==> src/rtl/mole_autoplayer.sv <==
// Whack-a-mole autoplayer: captures a one-hot LED target, toggles the
// matching switch after a reaction delay, then waits for the game to ack.
// Ports: clk, reset (sync, active-high), enable, LED[15:0] in;
//        sw[15:0], busy, hit_count[7:0], timeout out (all registered).
// Option: define MOLE_AUTOPLAYER_JITTER_EN to add 0..7 cycles of
//         LFSR-driven jitter to the reaction delay.
module mole_autoplayer #(
  parameter int unsigned REACT_CYCLES = 4,
  parameter int unsigned ACK_TIMEOUT  = 16
) (
  input  logic        clk,
  input  logic        reset,
  input  logic        enable,
  input  logic [15:0] LED,
  output logic [15:0] sw,
  output logic        busy,
  output logic [7:0]  hit_count,
  output logic        timeout
);

  localparam logic [1:0] S_IDLE  = 2'd0;
  localparam logic [1:0] S_REACT = 2'd1;
  localparam logic [1:0] S_WAIT  = 2'd2;

  localparam logic [16:0] REACT_LOAD = 17'(REACT_CYCLES - 1);
  localparam logic [15:0] ACK_LAST   = 16'(ACK_TIMEOUT - 1);

  logic [1:0]  state_q, state_d;
  logic [15:0] pat_q, pat_d;
  logic [3:0]  idx_q, idx_d;
  logic [16:0] react_q, react_d;
  logic [15:0] ack_q, ack_d;
  logic [15:0] sw_q, sw_d;
  logic [7:0]  hit_q, hit_d;
  logic        to_q, to_d;
  logic        busy_q;

  logic        led_valid;
  logic [3:0]  led_idx;
  logic [16:0] react_load;

  // Exactly one bit set: nonzero and clearing the lowest set bit leaves 0.
  assign led_valid = (LED != 16'd0) &&
                     ((LED & (LED - 16'd1)) == 16'd0);

  always_comb begin
    led_idx = 4'd0;
    for (int i = 0; i < 16; i++) begin
      if (LED[i]) led_idx = 4'(i);
    end
  end

`ifdef MOLE_AUTOPLAYER_JITTER_EN
  logic [7:0] lfsr_q;
  logic       lfsr_fb;

  // Fibonacci taps 8,6,5,4.
  assign lfsr_fb = lfsr_q[7] ^ lfsr_q[5] ^ lfsr_q[4] ^ lfsr_q[3];

  always_ff @(posedge clk) begin
    if (reset) lfsr_q <= 8'hA5;
    else       lfsr_q <= {lfsr_q[6:0], lfsr_fb};
  end

  assign react_load = REACT_LOAD + {14'd0, lfsr_q[2:0]};
`else
  assign react_load = REACT_LOAD;
`endif

  always_comb begin
    state_d = state_q;
    pat_d   = pat_q;
    idx_d   = idx_q;
    react_d = react_q;
    ack_d   = ack_q;
    sw_d    = sw_q;
    hit_d   = hit_q;
    to_d    = 1'b0;
    unique case (state_q)
      S_IDLE: begin
        if (enable && led_valid) begin
          pat_d   = LED;
          idx_d   = led_idx;
          react_d = react_load;
          state_d = S_REACT;
        end
      end
      S_REACT: begin
        if ((LED != pat_q) || !enable) begin
          state_d = S_IDLE;
        end else if (react_q == 17'd0) begin
          sw_d[idx_q] = ~sw_q[idx_q];
          ack_d       = 16'd0;
          state_d     = S_WAIT;
        end else begin
          react_d = react_q - 17'd1;
        end
      end
      S_WAIT: begin
        // A moved LED is an ack and wins over a same-cycle timeout.
        if (LED != pat_q) begin
          if (hit_q != 8'hFF) hit_d = hit_q + 8'd1;
          state_d = S_IDLE;
        end else if (ack_q == ACK_LAST) begin
          to_d    = 1'b1;
          state_d = S_IDLE;
        end else begin
          ack_d = ack_q + 16'd1;
        end
      end
      default: state_d = S_IDLE;
    endcase
  end

  always_ff @(posedge clk) begin
    if (reset) begin
      state_q <= S_IDLE;
      pat_q   <= 16'd0;
      idx_q   <= 4'd0;
      react_q <= 17'd0;
      ack_q   <= 16'd0;
      sw_q    <= 16'd0;
      hit_q   <= 8'd0;
      to_q    <= 1'b0;
      busy_q  <= 1'b0;
    end else begin
      state_q <= state_d;
      pat_q   <= pat_d;
      idx_q   <= idx_d;
      react_q <= react_d;
      ack_q   <= ack_d;
      sw_q    <= sw_d;
      hit_q   <= hit_d;
      to_q    <= to_d;
      busy_q  <= (state_d != S_IDLE);
    end
  end

  assign sw        = sw_q;
  assign busy      = busy_q;
  assign hit_count = hit_q;
  assign timeout   = to_q;

endmodule
==> config.mk <==
export PLATFORM = sky130hd
export DESIGN_NAME = mole_autoplayer
export DESIGN_NICKNAME = d
export VERILOG_FILES = /design/src/rtl/mole_autoplayer.sv
export SDC_FILE = /design/constraint.sdc
export NUM_CORES = 1
export LEC_CHECK = 0
export CORE_ASPECT_RATIO = 0.8
export CORE_MARGIN = 3
export CORE_UTILIZATION = 60
export DETAILED_ROUTE_END_ITERATION = 12
export PLACE_DENSITY = 0.94
export SYNTH_ARGS = -nofsm -noshare
export SYNTH_HDL_FRONTEND = slang
export SYNTH_SLANG_ARGS = --single-unit
==> constraint.sdc <==
create_clock -name clk -period 5.6 [get_ports clk]
set_input_delay 1.12 -clock clk [delete_from_list [all_inputs] [get_ports clk]]
set_output_delay 1.12 -clock clk [all_outputs]
set_load 0.01 [all_outputs]
==> impl_results.md, run 1 <==
* Initial Util at 0.629
* Max Slew Vio Count at 0
* Die ar. at 7860 µm²
* Crit path buf inv count at 1
* Layout cells sized above 1 at 0.0466
* Cell-internal power at 0.816 mW
* Share of the synthesized area in compound gates (AO/OA/AOI/OAI) at 0.120
* Number of placement rows at 26
* Clock power share at 0.422
* Final hold violation count at 0
* Number of violations of the max-capacitance limit at 0
* Portion of the post-synthesis area used by sequential elements at 0.396
* Total Routing Usage GR at 0.260
* Clock network latency to the later pin of the worst-skew pair at 360 ps
* Crit share post-route at 0.687
* Final estimated routing congestion in global placement at 0.901
* CP arrival at 4070 ps
* Number of DRC violations after detailed routing at 0
* Reg2reg setup slack at 2520 ps
* Cell with the most instances after synthesis: sky130_fd_sc_hd__dfxtp_1
* Total iterations of the first detailed-routing run at 5
* Area share of the largest cell type after synthesis at 0.396
* Asr flop ratio synth at 0
* Count of boundary I/O pins at 45
* Clk root buf: sky130_fd_sc_hd__clkbuf_8
* Wire length of the first global-routing pass at 16,900 µm
* Worst-case setup margin in the final layout at between 1500 and 2000 ps
* Number of synthesized flops with an enable pin at 0
* RSZ-0062 raised after global routing: no
* Cells along the critical path: clkdlybuf4s50_1, nor4_1, nand4b_1, a21oi_1, and4_1, o211a_1, nor3_1
* Yosys Warn Count at 0
* Number of global-route vias before repair at 3,671
* Part of the power in combinational logic at 0.050
* Clock buffers created by TritonCTS at 9
* Half-perimeter wire length of the detailed placement result at 6970 µm
* Share of the synthesized netlist area taken by xor and xnor gates at 0.118
* Largest buffer count on any clock path at 2
* Count of hold-fix buffers inserted at cts at 0
* Worst min-delay path class: reg2reg
* Design Area, Final at between 4000 and 5000 µm²
* Category of the most critical setup path: in2reg
* Antenna cell count at 0
* Critical Path Max Stage Delay at about 800 ps
* Net switching power at 0.274 mW
* Number of setup violations in the final report at 0
* Post-detailed-routing wire length at just under 10,000 µm
* Pin count of the biggest net entering global routing at 50
* Post-cts repair resize count at 0
* Sequential share of power at 0.528
* Startpoint kind of the worst setup timing path: input pin
* Detail Route Antenna Nets at 0
* Via count at 3,876
* Distinct cell type count of the synthesized netlist at 51
* Synthesized instance count at 505
* Post-Place Cell Area at 4540 µm²
* Status: finished, final reports clean
* Vertical extent of the die at ~80 µm
* Number of setup buffers added after CTS at 0
* Count of buffers inserted at the top-level ports at 44
* Hold Path Cell Cnt at 2
* Leading post-synthesis cells by instance count: sky130_fd_sc_hd__dfxtp_1, sky130_fd_sc_hd__nor2_1, sky130_fd_sc_hd__nand2_1, sky130_fd_sc_hd__xnor2_1, sky130_fd_sc_hd__a21oi_1
* Die extent in x at 98.4 µm
* Clock Sink Count at between 80 and 90
* Cell taking the most area after synthesis: sky130_fd_sc_hd__dfxtp_1
* Pre-CTS setup slack at 1440 ps
* Number of nets in the synthesized netlist at 527
* Total Negative Setup Slacks at 0 ps
* Final Skew at 14.3 ps
* Reported leakage power at 1.59 nW
* Slew at the pin closest to its max-slew limit at between 900 and 1000 ps
* VDD IR-drop max at 0.000154 V
* Crit-path max FO at 26
* Violation count after the first detailed-route iteration at 441
* Endpoint type of the worst setup path: register
* Overflow after GRT at 0
* Wire length per cell at between 15 and 20 µm
* Share of synthesized area spent on multiplexers at 0.00733
* Post-layout min period at 3850 ps
* Clock input transition at the sequential cells of the worst setup and hold paths at 90 ps
* Hold worst-path end: react_q[7]
* Worst reg2reg path endpoint: ack_q[5]
* Cell types with the largest area share after synthesis: sky130_fd_sc_hd__dfxtp_1, sky130_fd_sc_hd__xnor2_1, sky130_fd_sc_hd__nor2_1, sky130_fd_sc_hd__nand2_1, sky130_fd_sc_hd__xor2_1
* Count of cells along the worst register-to-register path at 6
* Cell area power density at around 230 nW/µm²
* RR Startpoint: react_q[2]
* Initial antenna violation count at 0
* Start point of the worst hold path: react_q[7]
* Summed instance area of the synthesized netlist at just over 4000 µm²
* Via-to-Cell Ratio at between 6 and 7
* Adder and majority gate portion of the synthesized area at 0.0116
* Combinational family with the most area after synthesis: simple AND/OR/NAND/NOR gates
* Worst-path cell with the longest stage delay: sky130_fd_sc_hd__and4_1
* Worst-case headroom to the max-slew limit at 0.391
* Post-synthesis average cell area at roughly 8 µm²
* Main synth FF type: sky130_fd_sc_hd__dfxtp_1
* Area growth syn-to-layout at 16.1%
* Switching share of power at 0.251
* Number of nets in the finished design at 554
* Placeable core region at approximately 6500 µm²
* H-tree lvl count at 3
* Family of cells with the greatest summed delay on the critical path: simple AND/OR/NAND/NOR gates
* Req. time, crit path at 5820 ps
* Area fraction in and, or, nand and nor cells after synthesis at 0.310
* Number of register bits inferred by synthesis at slightly above 80
* Highest Clock Rate at 260 MHz
* CTS tree: done
-- worst min-delay path, stage by stage (launching register included) --
cell and delay [ps]:
sky130_fd_sc_hd__dfxtp_1 320, sky130_fd_sc_hd__o41ai_1 50, sky130_fd_sc_hd__a21oi_1 50
-- power groups by stage --
stage                     combinational (mW)  clock, mW  sequential (mW)
after floorplan                       0.0313          0            0.589
after global placement                0.0534          0            0.589
after detailed placement              0.0535          0            0.589
after CTS                             0.0536      0.467            0.575
after global routing                  0.0598      0.492            0.576
final                                 0.0549      0.460            0.575
-- kinds of logic (layout without fill, tap and decap cells) --
group           after synthesis  after routing
compound gates               78             78
xor+xnor                     55             55
fa+ha+maj                     4              4
buf+inv                      38             70
flops                        81             81
mux                           3              3
simple gates                246            246
-- sequential cells by signal, summed over array words and instances, names as in the netlist, 2 cells and up --
name and count:
sw 16, pat_q 16, ack_q 16, idx_q 4, react_q 17, state_q 2
hit_count 8
-- cell usage in the layout (no fill, tap or decap), drive strengths merged, types with 3 or more instances in the layout --
master and n:
a21oi 32, nand2b 5, nand2 54, ha 3, clkdlybuf4s50 44, buf 3
o31ai 5, dfxtp 81, inv 12, nand3 12, nand4 14, or4 5
nor4b 7, or3 15, o2111ai 3, a311oi 4, nor3 20, o21ai 13
or2 3, nor2 63, mux2i 3, a211oi 7, nor4 24, nor2b 7
xor2 19, and4 6, clkbuf 9, xnor2 36, nand4b 4
-- metrics by stage --
step           power (mW)   util  hold slack, ps  instances
2_1_floorplan       0.620      -             432        505
3_3_place_gp        0.642  0.697             446        605
3_5_place_dp        0.642  0.697             448        605
4_1_cts              1.10  0.731             459        621
5_1_grt              1.13  0.731             490        621
6_report             1.09  0.731             460        621
-- layer usage --
layer	track usage	share of wire	wire length, µm	vias to the layer above
met2	0.422	0.45	4470	170
li1	-	-	-	1856
met3	0.0769	0.074	736	34
met5	0	0	0	-
met1	0.335	0.45	4510	1816
met4	0.0805	0.019	193	0
-- worst max path at each step --
stage	slack, ps	startpoint	to	depth (start not counted)
3_5_place_dp	1440	LED[5]	react_q[0]	7
6_report	1750	LED[5]	react_q[1]	7
3_3_place_gp	1590	LED[5]	react_q[1]	7
2_1_floorplan	2320	LED[4]	idx_q[0]	9
5_1_grt	1460	LED[5]	react_q[0]	7
4_1_cts	1800	LED[5]	react_q[1]	7
-- cell type report --
type	count	area, µm²
clock buffers	9	124
clock inverters	7	92.6
fillers	456	1750
inverters	7	26.3
multi-input cells	386	2320
flip-flops and latches	81	1620
well taps	84	105
repair buffers	47	463
(Power assumes the default switching activity.)
==> run 2, diff against run 1 <==
CORE_UTILIZATION = 56   (was 60)
PLACE_DENSITY = 0.89   (was 0.94)
clock period = 4 ns   (was 5.6 ns; I/O delays follow)
==> run 2 against run 1 <==
  * Clock skew hardly changed
  * First-iteration DRC count fell by 22%
  * Via count shrank 0.28%
  * Total power increased by 36%
  * Non-clock buffer count grew 9
  * Clock power increased by 30%
  * Design area rose by 1.0%
  * Sequential cell count is the same
  * Critical path depth rose by 1
  * Cell count grew 1.9%
==> impl_results.md, run 2 (synthesis results as in run 1) <==
* Status: finished, final reports clean
* Count of boundary I/O pins at 45
* Half-perimeter wire length of the detailed placement result at 6950 µm
* Number of placement rows at 27
* Final estimated routing congestion in global placement at roughly 0.92
* Total iterations of the first detailed-routing run at 6
* Register bank with the most flops: react_q
* Total Negative Setup Slacks at 0 ps
* Initial Util at 0.585
* Via-to-Cell Ratio at 6.11
* Area growth syn-to-layout at 17.3%
* Overall power after layout at 1.48 mW
* Die ar. at 8380 µm²
* Gr busiest metal: met2
* Detail Route Antenna Nets at 0
* Post-layout min period at 3330 ps
* Max Slew Vio Count at 0
* Flip-flop count of the largest register, all copies and words added at 17
* Number of DRC violations after detailed routing at 0
* Total Routing Usage GR at 0.253
* VDD IR-drop max at 0.000265 V
* Reported leakage power at 1.61 nW
* Category of the most critical setup path: in2reg
* Number of setup violations in the final report at 0
* Footprint of the multi-input gates at 2320 µm²
* Met2 Use GR at 0.404
* RSZ-0062 raised after global routing: no
* Crit-path max FO at 15
* Count of hold-fix buffers inserted at cts at 0
* Slew at the pin closest to its max-slew limit at approximately 1100 ps
* Worst-case headroom to the max-slew limit at 0.288
* Clock buffers created by TritonCTS at 9
* Worst min-delay path class: reg2reg
* Number of setup buffers added after CTS at 0
* Violation count after the first detailed-route iteration at between 300 and 400
* Highest Clock Rate at 301 MHz
* Layout cells sized above 1 at 0.0604
* Endpoint type of the worst setup path: register
* Antenna cell count at 0
* Initial antenna violation count at 0
* Req. time, crit path at 4280 ps
* Commonest non-fill, non-tap cell in the layout: sky130_fd_sc_hd__dfxtp_1
* Startpoint kind of the worst setup timing path: input pin
* Post-detailed-routing wire length at 9920 µm
* Placeable core region at 6990 µm²
* Design Area, Final at 4800 µm²
* Post-cts repair resize count at 0
* Die extent in x at 102 µm
* Final Skew at 14.3 ps
* Overflow after GRT at 0
* Clock input transition at the sequential cells of the worst setup and hold paths at 80 ps
* Wire length per cell at between 15 and 20 µm
* Clock Sink Count at slightly above 80
* Post-Place Cell Area at 4610 µm²
* Pin count of the biggest net entering global routing at slightly below 50
* Cell area power density at roughly 310 nW/µm²
* Number of violations of the max-capacitance limit at 0
* H-tree lvl count at 3
* CP arrival at roughly 3600 ps
* Layout fillers at about 530
* Met3 usage in global routing at 0.0672
* Clock network latency to the later pin of the worst-skew pair at 350 ps
* Final hold violation count at 0
* Met1 usage in global routing at 0.335
* Clk root buf: sky130_fd_sc_hd__clkbuf_8
* Largest buffer count on any clock path at 2
* Wire length of the first global-routing pass at 17,000 µm
* Vertical extent of the die at 82.5 µm
* Via count at 3,865
* CTS tree: done
* Number of global-route vias before repair at roughly 3,600
* Crit share post-route at 0.832
* Min Hold Slack at 473 ps
* Leading cell types in the layout, fill and taps excluded: sky130_fd_sc_hd__dfxtp_1, sky130_fd_sc_hd__nor2_1, sky130_fd_sc_hd__nand2_1, sky130_fd_sc_hd__clkdlybuf4s50_1, sky130_fd_sc_hd__xnor2_1
* Sequential standard cell area at around 1600 µm²
* Count of buffers inserted at the top-level ports at 44
* Number of nets in the finished design at roughly 560
==> run 2: metal layers <==
metal	share of wire	wire length [µm]	up-vias
li1	-	-	1874
met1	0.46	4580	1818
met2	0.45	4490	157
met3	0.073	721	16
met4	0.013	132	0
met5	0	0	-
==> run 2: final cells by class <==
cell class	instances	area share
multi-input cells	386	0.483
inverters	7	0.00547
flip-flops and latches	81	0.338
clock buffers	10	0.0266
well taps	87	0.0227
clock inverters	6	0.0138
repair buffers	56	0.110
==> run 2: path summary, 6_finish.rpt <==
check | startpoint | end | slack [ps] | cells past startpoint
worst max-delay path | LED[12] | ack_q[13] | 670 | 8
worst min-delay path | pat_q[3] | pat_q[3] | 470 | 2
worst max register to register | react_q[2] | ack_q[6] | 900 | 6
worst min register to register | pat_q[3] | pat_q[3] | 470 | 2
==> run 2: power by group <==
group	switching [mW]	internal (mW)	leakage [nW]	total, mW
Clock	0.306	0.290	0.0889	0.596
Combinational	0.0469	0.0324	0.872	0.0793
Sequential	0.00000571	0.805	0.652	0.805
==> run 2: stage by stage <==
step | worst slack [ps] | util | cells
after floorplan | 1040 | - | 505
after global placement | 503 | 0.659 | 617
after detailed placement | 436 | 0.659 | 617
after CTS | 788 | 0.687 | 633
after global routing | 564 | 0.687 | 633
final | 674 | 0.687 | 633
==> run 2: worst max-delay path, cell delays in order <==
cell and delay [ps]:
sky130_fd_sc_hd__clkdlybuf4s50_1 590, sky130_fd_sc_hd__xor2_1 220, sky130_fd_sc_hd__nor4_1 560, sky130_fd_sc_hd__nand4_1 300, sky130_fd_sc_hd__buf_4 270, sky130_fd_sc_hd__a2111o_1 360, sky130_fd_sc_hd__or3_1 330, sky130_fd_sc_hd__a21oi_1 170
